$ cat src/rtl/imem_boot_pkg.sv
// Shared types and defaults for the instruction-memory boot sequencer.
package imem_boot_pkg;

  localparam int IMEM_DATA_W = 32;

  typedef enum logic [1:0] {
    IDLE  = 2'd0,
    COPY  = 2'd1,
    DRAIN = 2'd2,
    DONE  = 2'd3
  } boot_state_e;

endpackage

$ cat src/rtl/imem_boot_ctrl.sv
// Boot sequencer: copies loader ROM words 0..MAX_ADDRESS-1 into imem with the CPU stalled.
// Optional running checksum of written words when IMEM_BOOT_CHECKSUM_EN is defined.
//
// state | meaning
// IDLE  | after reset; waits for start (or auto start once)
// COPY  | presents rd_ptr to the ROM, one word per cycle
// DRAIN | final write of word MAX_ADDRESS-1 lands
// DONE  | CPU released, imem address port follows cpu_pc
module imem_boot_ctrl
  import imem_boot_pkg::*;
#(
  parameter int MAX_ADDRESS = 64,
  parameter int ADDR_W      = 32,
  parameter int DATA_W      = IMEM_DATA_W,
  parameter bit AUTO_START  = 1'b1
) (
  input  logic              clock,
  input  logic              reset,
  input  logic              start,
  output logic [ADDR_W-1:0] rom_addr,
  input  logic [DATA_W-1:0] rom_data,
  output logic              imem_we,
  output logic [ADDR_W-1:0] imem_addr,
  output logic [DATA_W-1:0] imem_wdata,
  input  logic [ADDR_W-1:0] cpu_pc,
  output logic              cpu_stall,
  output logic              loading,
  output logic              done
`ifdef IMEM_BOOT_CHECKSUM_EN
  ,
  output logic [DATA_W-1:0] checksum
`endif
);

  localparam int RPW = (MAX_ADDRESS > 1) ? $clog2(MAX_ADDRESS) : 1;
  localparam logic [RPW-1:0] LAST = RPW'(MAX_ADDRESS - 1);

  boot_state_e    state, state_nx;
  logic [RPW-1:0] rd_ptr;
  logic [RPW-1:0] wr_addr;
  logic           wr_valid;
  logic           auto_pend;
  logic           enter_copy;

  always_ff @(posedge clock or posedge reset) begin
    if (reset) begin
      state     <= IDLE;
      rd_ptr    <= '0;
      wr_addr   <= '0;
      wr_valid  <= 1'b0;
      auto_pend <= 1'b1;
    end else begin
      state    <= state_nx;
      // ROM data arrives one cycle after its address, so the write trails the read by one
      wr_valid <= (state == COPY);
      if (enter_copy) auto_pend <= 1'b0;
      if (state == COPY) begin
        wr_addr <= rd_ptr;
        rd_ptr  <= (rd_ptr == LAST) ? '0 : rd_ptr + RPW'(1);
      end else if (enter_copy) begin
        rd_ptr <= '0;
      end
    end
  end

  always_comb begin
    state_nx   = state;
    enter_copy = 1'b0;
    case (state)
      IDLE: begin
        if (start || (AUTO_START && auto_pend)) begin
          state_nx   = COPY;
          enter_copy = 1'b1;
        end
      end
      COPY:  if (rd_ptr == LAST) state_nx = DRAIN;
      DRAIN: state_nx = DONE;
      DONE: begin
        if (start) begin
          state_nx   = COPY;
          enter_copy = 1'b1;
        end
      end
      default: state_nx = IDLE;
    endcase
  end

  assign rom_addr   = (state == COPY) ? ADDR_W'(rd_ptr) : '0;
  assign imem_we    = wr_valid;
  assign imem_addr  = (state == DONE) ? cpu_pc : ADDR_W'(wr_addr);
  assign imem_wdata = rom_data;
  assign cpu_stall  = (state != DONE);
  assign loading    = (state == COPY) || (state == DRAIN);
  assign done       = (state == DONE);

`ifdef IMEM_BOOT_CHECKSUM_EN
  always_ff @(posedge clock or posedge reset) begin
    if (reset) begin
      checksum <= '0;
    end else if (enter_copy) begin
      checksum <= '0;
    end else if (wr_valid) begin
      checksum <= checksum + rom_data;
    end
  end
`endif

endmodule

$ cat config.mk
export PLATFORM = sky130hd
export DESIGN_NAME = imem_boot_ctrl
export DESIGN_NICKNAME = d
export VERILOG_FILES = /design/src/rtl/imem_boot_pkg.sv /design/src/rtl/imem_boot_ctrl.sv
export SDC_FILE = /design/constraint.sdc
export NUM_CORES = 1
export LEC_CHECK = 0
export BUFFER_PORTS_ARGS = -buffer_cell sky130_fd_sc_hd__buf_4
export CAP_MARGIN = 20
export CORE_ASPECT_RATIO = 0.7
export CORE_MARGIN = 4
export CORE_UTILIZATION = 34
export CTS_BUF_LIST = sky130_fd_sc_hd__clkbuf_16
export CTS_CLUSTER_SIZE = 8
export DETAILED_ROUTE_END_ITERATION = 10
export GPL_TIMING_DRIVEN = 0
export PLACE_DENSITY = 0.84
export SLEW_MARGIN = 20
export SYNTH_ARGS = -nofsm -noshare
export SYNTH_HDL_FRONTEND = slang
export SYNTH_SLANG_ARGS = --single-unit
export TNS_END_PERCENT = 100
$ cat constraint.sdc
create_clock -name clock -period 1.85 [get_ports clock]
set_clock_uncertainty 0.15 [all_clocks]
set_input_delay 0.0925 -clock clock [delete_from_list [all_inputs] [get_ports clock]]
set_output_delay 0.0925 -clock clock [all_outputs]
set_load 0.005 [all_outputs]
==> key figures, run 1 <==
Outcome
  • Status: finished, final reports clean

Route
  • Drt via density: 3.98
  • DR vias: 1,469
  • Detail Route Antenna Nets: 0
  • Final WL: 4.37 mm
  • # DRC: 0
  • Drt pass-1 iters: 4
  • Drt first-iter violations: 35
  • Routed length per instance: 11.8 microns

Final layout
  • Nets: 390
  • Area grow syn2layout: 76.5%
  • Ratio of cells with drive above 1 in the final layout: 62.1%
  • Ant diodes: 0
  • Fin util: about two thirds

Pwr
  • Sequential share of power: 19.2%
  • Maximum vdd ir drop: 0.000735 V
  • Power density over the cells: 1070 mW/mm^2
  • Clk pwr share: 14.7%
  • Sw Share: 34.2%
  • Internal: 1.86 mW
  • Logic pwr share: 66.2%
  • Total Power: 2.82 mW
  • Leak: ~1.6 nW
  • NetSw: 0.965 mW

Global routing
  • Vias in the first global route: 1,382
  • Met3 global-route usage: under 10%
  • Met1 usage: 16.6%
  • GR peak layer: met2
  • Largest net degree at the start of global routing: 17
  • Global-route wire length before repair: 6.49 mm
  • Met2 Usage GRT: 26.1%
  • GRT Util Overall: between 10 and 15%
  • Total gr overflow: 0
  • Initial antenna violation count: 0

Critical path
  • Stages on the worst setup path: 5
  • CP Class: reg -> out
  • FF-to-FF Start: rd_ptr[1]$_DFFE_PP0P_
  • Critical Path Fanout Max: 8
  • Top Family by Delay on Critical Path: buffers and inverters
  • WP buf/inv: 3
  • FF-to-FF setup slack: ~0.14 ns
  • Crit path DAT: ~1.5 ns
  • Crit-path cells: ha_2 > buf_6 > buf_8 > mux2_2 > buf_4
  • Critical Path End Type: output pin
  • CP max stage cell: dfrtp_1
  • RR Endpoint: state[1]$_DFFE_PP0P_
  • Largest stage delay on the critical path: roughly 0.38 ns
  • Reg2Reg Depth: 5
  • Required time of the critical path: 1.61 ns
  • CP startpoint kind: flop

Clocking
  • CTS root buffer: clkbuf_16
  • CTS Sinks: 16
  • CTS tree: done
  • Clk_lat worst skew: 0.24 ns
  • Num CTS Buffers: 3
  • Clk pin slew, worst setup/hold paths: about 0.050 ns
  • Clock Tree Buf Depth: 2
  • H-Tree Depth: 1

Floorplan
  • Die area: 0.00554 sq mm
  • Chip height: 63.5 microns
  • Core ar.: around 0.004 sq mm
  • Initial Utilization: 36.7%
  • Die X: 87.2 microns
  • Rows: 19
  • Top Ports: 167

Min path
  • Hold Path Depth: 4
  • Min-delay src: start
  • WHS Endpoint: auto_pend$_DFFE_PP1P_
  • Tightest Hold Check Type: in -> reg

Synthesis
  • YS warnings: 0
  • Cell Area, Synth: 0.00149 sq mm
  • Top_reg_cell synth: dfrtp_1
  • Number of synthesized flops with an enable pin: 0
  • Flops & latches, synth: 16
  • Sequential share of the synthesized area: 26.9%
  • Post-synth cell types: 31
  • Syn avg cell area: ~8.7 sq um
  • Cells after Synth: 172
  • Post-synth ARST share: 100%

Timing
  • Final min period: about 1.8 ns
  • Hold_ws: 0.0228 ns
  • Worst slew pin tran: 0.604 ns
  • Final worst slack: 0.0695 ns
  • Final hold violation count: 0
  • FMAX: roughly 0.56 GHz
  • Max-slew violations: 0
  • Fin crit share: 96.2%
  • Slew headroom: roughly three fifths
  • # setup viols final: 0

Place
  • Setup WS pre-CTS: -0.0177 ns
  • PortBufs: roughly 110
  • Final HPWL DP: 3.79 mm
  • GPL Wtd Cong: around 0.83

Job
  • Maximum Capacitance Violations: 0
## worst max-delay path by stage
stage,start,end,slack [ns]
global route,state[0]$_DFFE_PP0P_,imem_addr[5],-0.01
CTS,state[0]$_DFFE_PP0P_,imem_addr[5],0.03
floorplan,state[0]$_DFFE_PP0P_,rd_ptr[3]$_DFFE_PP0P_,0.18
detailed placement,state[1]$_DFFE_PP0P_,rd_ptr[3]$_DFFE_PP0P_,-0.02
finish,state[0]$_DFFE_PP0P_,imem_addr[5],0.07
global placement,state[1]$_DFFE_PP0P_,rd_ptr[3]$_DFFE_PP0P_,0.02
## what timing repair did
action                                  4_1_cts  5_1_grt
buffers inserted                              1        6
pin swaps                                     0        1
hold endpoints to repair                     15        0
hold buffers                                  1        0
endpoints found under the setup margin       23       20
gates resized for setup                       5        7
## area by class of cell
cell class | count | area, sq um
fill | 374 | 1430
timing repair buffer | 116 | 873
multi-input combinational | 109 | 701
buffer | 64 | 487
sequential | 16 | 402
clock buffer | 3 | 75.1
tap | 52 | 65.1
inverter | 8 | 31.3
clock inverter | 1 | 3.75
## routing by layer
| metal | up-vias | share of wire (%) |
|---|---|---|
| li1 | 755 | - |
| met1 | 638 | 35 |
| met2 | 74 | 52 |
| met3 | 2 | 13 |
| met4 | 0 | 0.39 |
| met5 | - | 0 |
## synthesized netlist by cell type, types with 3 or more instances
cell	n	area share [%]
buf_4	60	30
and2_1	30	13
dfrtp_1	15	25
inv_1	7	1.8
nand2_1	7	1.8
a21o_1	6	3.0
mux2_2	6	4.5
ha_1	5	4.2
o21ai_0	4	1.3
a21oi_1	3	1.0
nand3_1	3	1.0
nor2_1	3	0.75
## placed cells by master, fill, tap and decap left out, drive strengths merged, types with 2 or more instances in the layout
cell and n:
a211oi 2, a21o 6, a21oi 3, and2 31, buf 177, clkbuf 5
conb 26, dfrtp 15, ha 5, inv 8, mux2 7, nand2 7
nand3 4, nor2 3, o21ai 7
## cell families after synthesis
family | Yosys count | synth area share (%)
other | 1 | 0.251
DFF | 16 | 26.9
adders and majority gates | 5 | 4.19
xor gates and xnor gates | 2 | 1.17
and+or+nand+nor | 47 | 18.1
buffers and inverters | 72 | 33.3
AOI/OAI and AO/OA | 21 | 9.88
muxes | 8 | 6.20
## worst reg2reg max path: stages (launching register included)
cell and delay, ns:
dfrtp_1 0.46, ha_1 0.31, nand2_1 0.09, o21ai_2 0.18, o21ai_2 0.10, mux2_4 0.30
## flip-flops by register name, summed over array words and instances, names as in the netlist
name and flops:
imem_we 1, rd_ptr 6, state 2, wr_addr 6, auto_pend 1
## metrics by stage
stage               instances  setup TNS (ns)  cell area (sq um)
floorplan                 197               0               1590
detailed placement        357         -0.0177               2460
global route              369         -0.0331               2640
finish                    369               0               2640
global placement          357               0               2460
CTS                       363               0               2570
## power by group through the flow
stage | Combinational, mW | Clock (mW) | Sequential, mW
6_report | 1.87 | 0.414 | 0.541
5_1_grt | 2.06 | 0.442 | 0.559
4_1_cts | 1.74 | 0.423 | 0.537
3_5_place_dp | 1.67 | 0 | 0.547
3_3_place_gp | 1.64 | 0 | 0.544
2_1_floorplan | 0.929 | 0 | 0.523
Power figures use the tool's default switching activity.
==> run 2: changes to the inputs <==
==> constraint.sdc (replaced) <==
create_clock -name clock -period 1.85 [get_ports clock]
set_clock_uncertainty 0.15 [all_clocks]
set_input_delay 0.185 -clock clock [delete_from_list [all_inputs] [get_ports clock]]
set_output_delay 0.185 -clock clock [all_outputs]
set_load 0.005 [all_outputs]
==> run 2 against run 1 <==
Effect of this change: highest routed layer unchanged; sequential share of layout area down 0.48 points; sequential cell count unchanged; first-iteration DRC count up 5.7%; die area unchanged; critical path type unchanged; count of clock-buffer cells in the layout unchanged.
==> key figures, run 2 (synthesis results as in run 1) <==
Outcome
  • Status: finished, final reports clean

Global routing
  • Vias in the first global route: 1,403 (+1.5%)
  • Largest net degree at the start of global routing: 17 (unchanged)
  • GRT Util Overall: 14.6% (+0.19 points)
  • Global-route wire length before repair: 6.58 mm (+1.5%)
  • Initial antenna violation count: 0 (unchanged)
  • Total gr overflow: 0 (unchanged)

Timing
  • Hold_ws: 0.115 ns (+0.0919 ns)
  • Fin crit share: 99.4% (+3.2 points)
  • Final worst slack: 0.0105 ns (-0.0590 ns)
  • Worst slew pin tran: 0.608 ns (+0.00377 ns)
  • FMAX: 0.544 GHz (-3.2%)
  • Setup TNS: 0 ns (unchanged)
  • Final min period: 1.84 ns (+0.0590 ns)
  • RSZ-0062 raised after global routing: yes
  • Slew headroom: 59.4% (-0.25 points)
  • Max-slew violations: 0 (unchanged)
  • # setup viols final: 0 (unchanged)
  • Final hold violation count: 0 (unchanged)

Route
  • Drt via density: 4.01 (+0.68%)
  • Routed length per instance: 12.2 microns (+3.0%)
  • DR vias: 1,475 (+0.41%)
  • Drt first-iter violations: 37 (+5.7%)
  • Detail Route Antenna Nets: 0 (unchanged)
  • # DRC: 0 (unchanged)
  • Final WL: 4.49 mm (+2.7%)
  • Drt pass-1 iters: 4 (unchanged)

Clocking
  • Clock Tree Buf Depth: 2 (unchanged)
  • Clk_lat worst skew: 0.24 ns (about the same)
  • CTS root buffer: clkbuf_16
  • CTS Sinks: 16 (unchanged)
  • Clk pin slew, worst setup/hold paths: 0.05 ns (about the same)
  • CTS tree: done
  • H-Tree Depth: 1 (unchanged)
  • Num CTS Buffers: 3 (unchanged)

Critical path
  • CP startpoint kind: flop
  • Required time of the critical path: 1.51 ns (-0.10 ns)
  • Top Family by Delay on Critical Path: flip-flops
  • Critical Path Fanout Max: 7 (-1)
  • WP buf/inv: 3 (unchanged)
  • Reg2Reg Depth: 6 (+1)
  • Stages on the worst setup path: 5 (unchanged)
  • Critical Path End Type: output pin
  • Crit-path cells: ha_2 > buf_6 > buf_6 > mux2_4 > buf_6
  • Crit path DAT: 1.50 ns (-0.04 ns)
  • Largest stage delay on the critical path: 0.40 ns (+0.02 ns)
  • CP Class: reg -> out
  • Most used cell, CP: buf_6
  • CP max stage cell: dfrtp_1

Floorplan
  • Chip height: 63.5 microns (unchanged)
  • Die area: 0.00554 sq mm (unchanged)
  • Die X: 87.2 microns (unchanged)
  • Core ar.: 0.00407 sq mm (unchanged)
  • Rows: 19 (unchanged)
  • Initial Utilization: 36.7% (unchanged)
  • Top Ports: 167 (unchanged)

Final layout
  • Most common cell after layout, fill and taps aside: buf_4
  • Finished Cell Area: 0.00272 sq mm (+3.2%)
  • Fillers: 363 (-2.9%)
  • Ratio of cells with drive above 1 in the final layout: 64.6% (+2.4 points)
  • Commonest cells after routing, fill and taps aside: 160 x buf_4, 26 x conb_1, 23 x and2_1, 15 x buf_6, 15 x dfrtp_1
  • Largest regs: rd_ptr: 6 flops, wr_addr: 6 flops, state: 2 flops
  • Layout Cells excl Fill: 368 (-0.27%)
  • Area grow syn2layout: 82.2%
  • Ant diodes: 0 (unchanged)
  • Nets: 389 (-0.26%)
  • Fin util: 67.0% (+2.1 points)

Place
  • Setup WS pre-CTS: -0.0187 ns (-0.000986 ns)
  • GPL Wtd Cong: 0.829 (unchanged)
  • PortBufs: 108 (unchanged)
  • Placed cell area: 0.00246 sq mm (unchanged)
  • Final HPWL DP: 3.79 mm (unchanged)
  • Placed Instances: 357 (unchanged)

Job
  • Maximum Capacitance Violations: 0 (unchanged)

Pwr
  • Maximum vdd ir drop: 0.000739 V (+0.63%)
  • Total Power: 3.00 mW (+6.2%)
  • Power density over the cells: 1100 mW/mm^2 (+2.9%)
  • Leak: 1.59 nW (+2.0%)

Min path
  • Hold Path Depth: 4 (unchanged)
  • Tightest Hold Check Type: in -> reg
==> run 2: per-layer routing <==
layer | GRT usage (%) | part of all wire (%) | vias to the layer above | wire, microns
li1 | - | - | 752 | -
met1 | 16.8 | 35 | 646 | 1560
met2 | 26.5 | 52 | 75 | 2330
met3 | 5.34 | 13 | 2 | 580
met4 | 1.72 | 0.38 | 0 | 17
met5 | 0 | 0 | - | 0
==> run 2: repair_timing <==
item | in CTS | in global routing
buffers inserted | 5 | 1
hold buffers | 1 | 0
hold endpoints to repair | 15 | 0
pin swaps | 1 | 8
endpoints found under the setup margin | 35 | 41
gates resized for setup | 7 | 30
==> run 2: layout make-up <==
| class | count | area [sq um] | share of cell area [%] |
|---|---|---|---|
| Sequential cell | 16 | 402 | 14.8 |
| Clock inverter | 1 | 3.75 | 0.138 |
| Multi-Input combinational cell | 109 | 736 | 27.0 |
| Buffer | 64 | 487 | 17.9 |
| Clock buffer | 3 | 75.1 | 2.76 |
| Inverter | 8 | 31.3 | 1.15 |
| Timing Repair Buffer | 115 | 923 | 33.9 |
| Tap cell | 52 | 65.1 | 2.39 |
==> run 2: worst min-delay path, cell delays in order <==
cell and delay, ns:
buf_4 0.10, a21oi_1 0.06, nor2_1 0.10, nor2_1 0.06
==> run 2: power breakdown <==
part	total, mW	internal (mW)	leakage [nW]	switching (mW)
Clock	0.411	0.286	0.0423	0.126
Sequential	0.538	0.454	0.206	0.0837
Combinational	2.05	1.26	1.34	0.795
==> run 2: path summary, 6_finish.rpt <==
path                                  startpoint                    end  slack (ns)
hold / removal                             start  auto_pend$_DFFE_PP1P_        0.11
setup / recovery            state[1]$_DFFE_PP0P_           imem_addr[5]        0.01
hold reg to reg            auto_pend$_DFFE_PP1P_  auto_pend$_DFFE_PP1P_        0.32
min in group asynchronous                  reset   state[1]$_DFFE_PP0P_        0.44
max in group asynchronous                  reset  rd_ptr[0]$_DFFE_PP0P_        0.72
setup reg to reg            state[0]$_DFFE_PP0P_  rd_ptr[3]$_DFFE_PP0P_        0.09
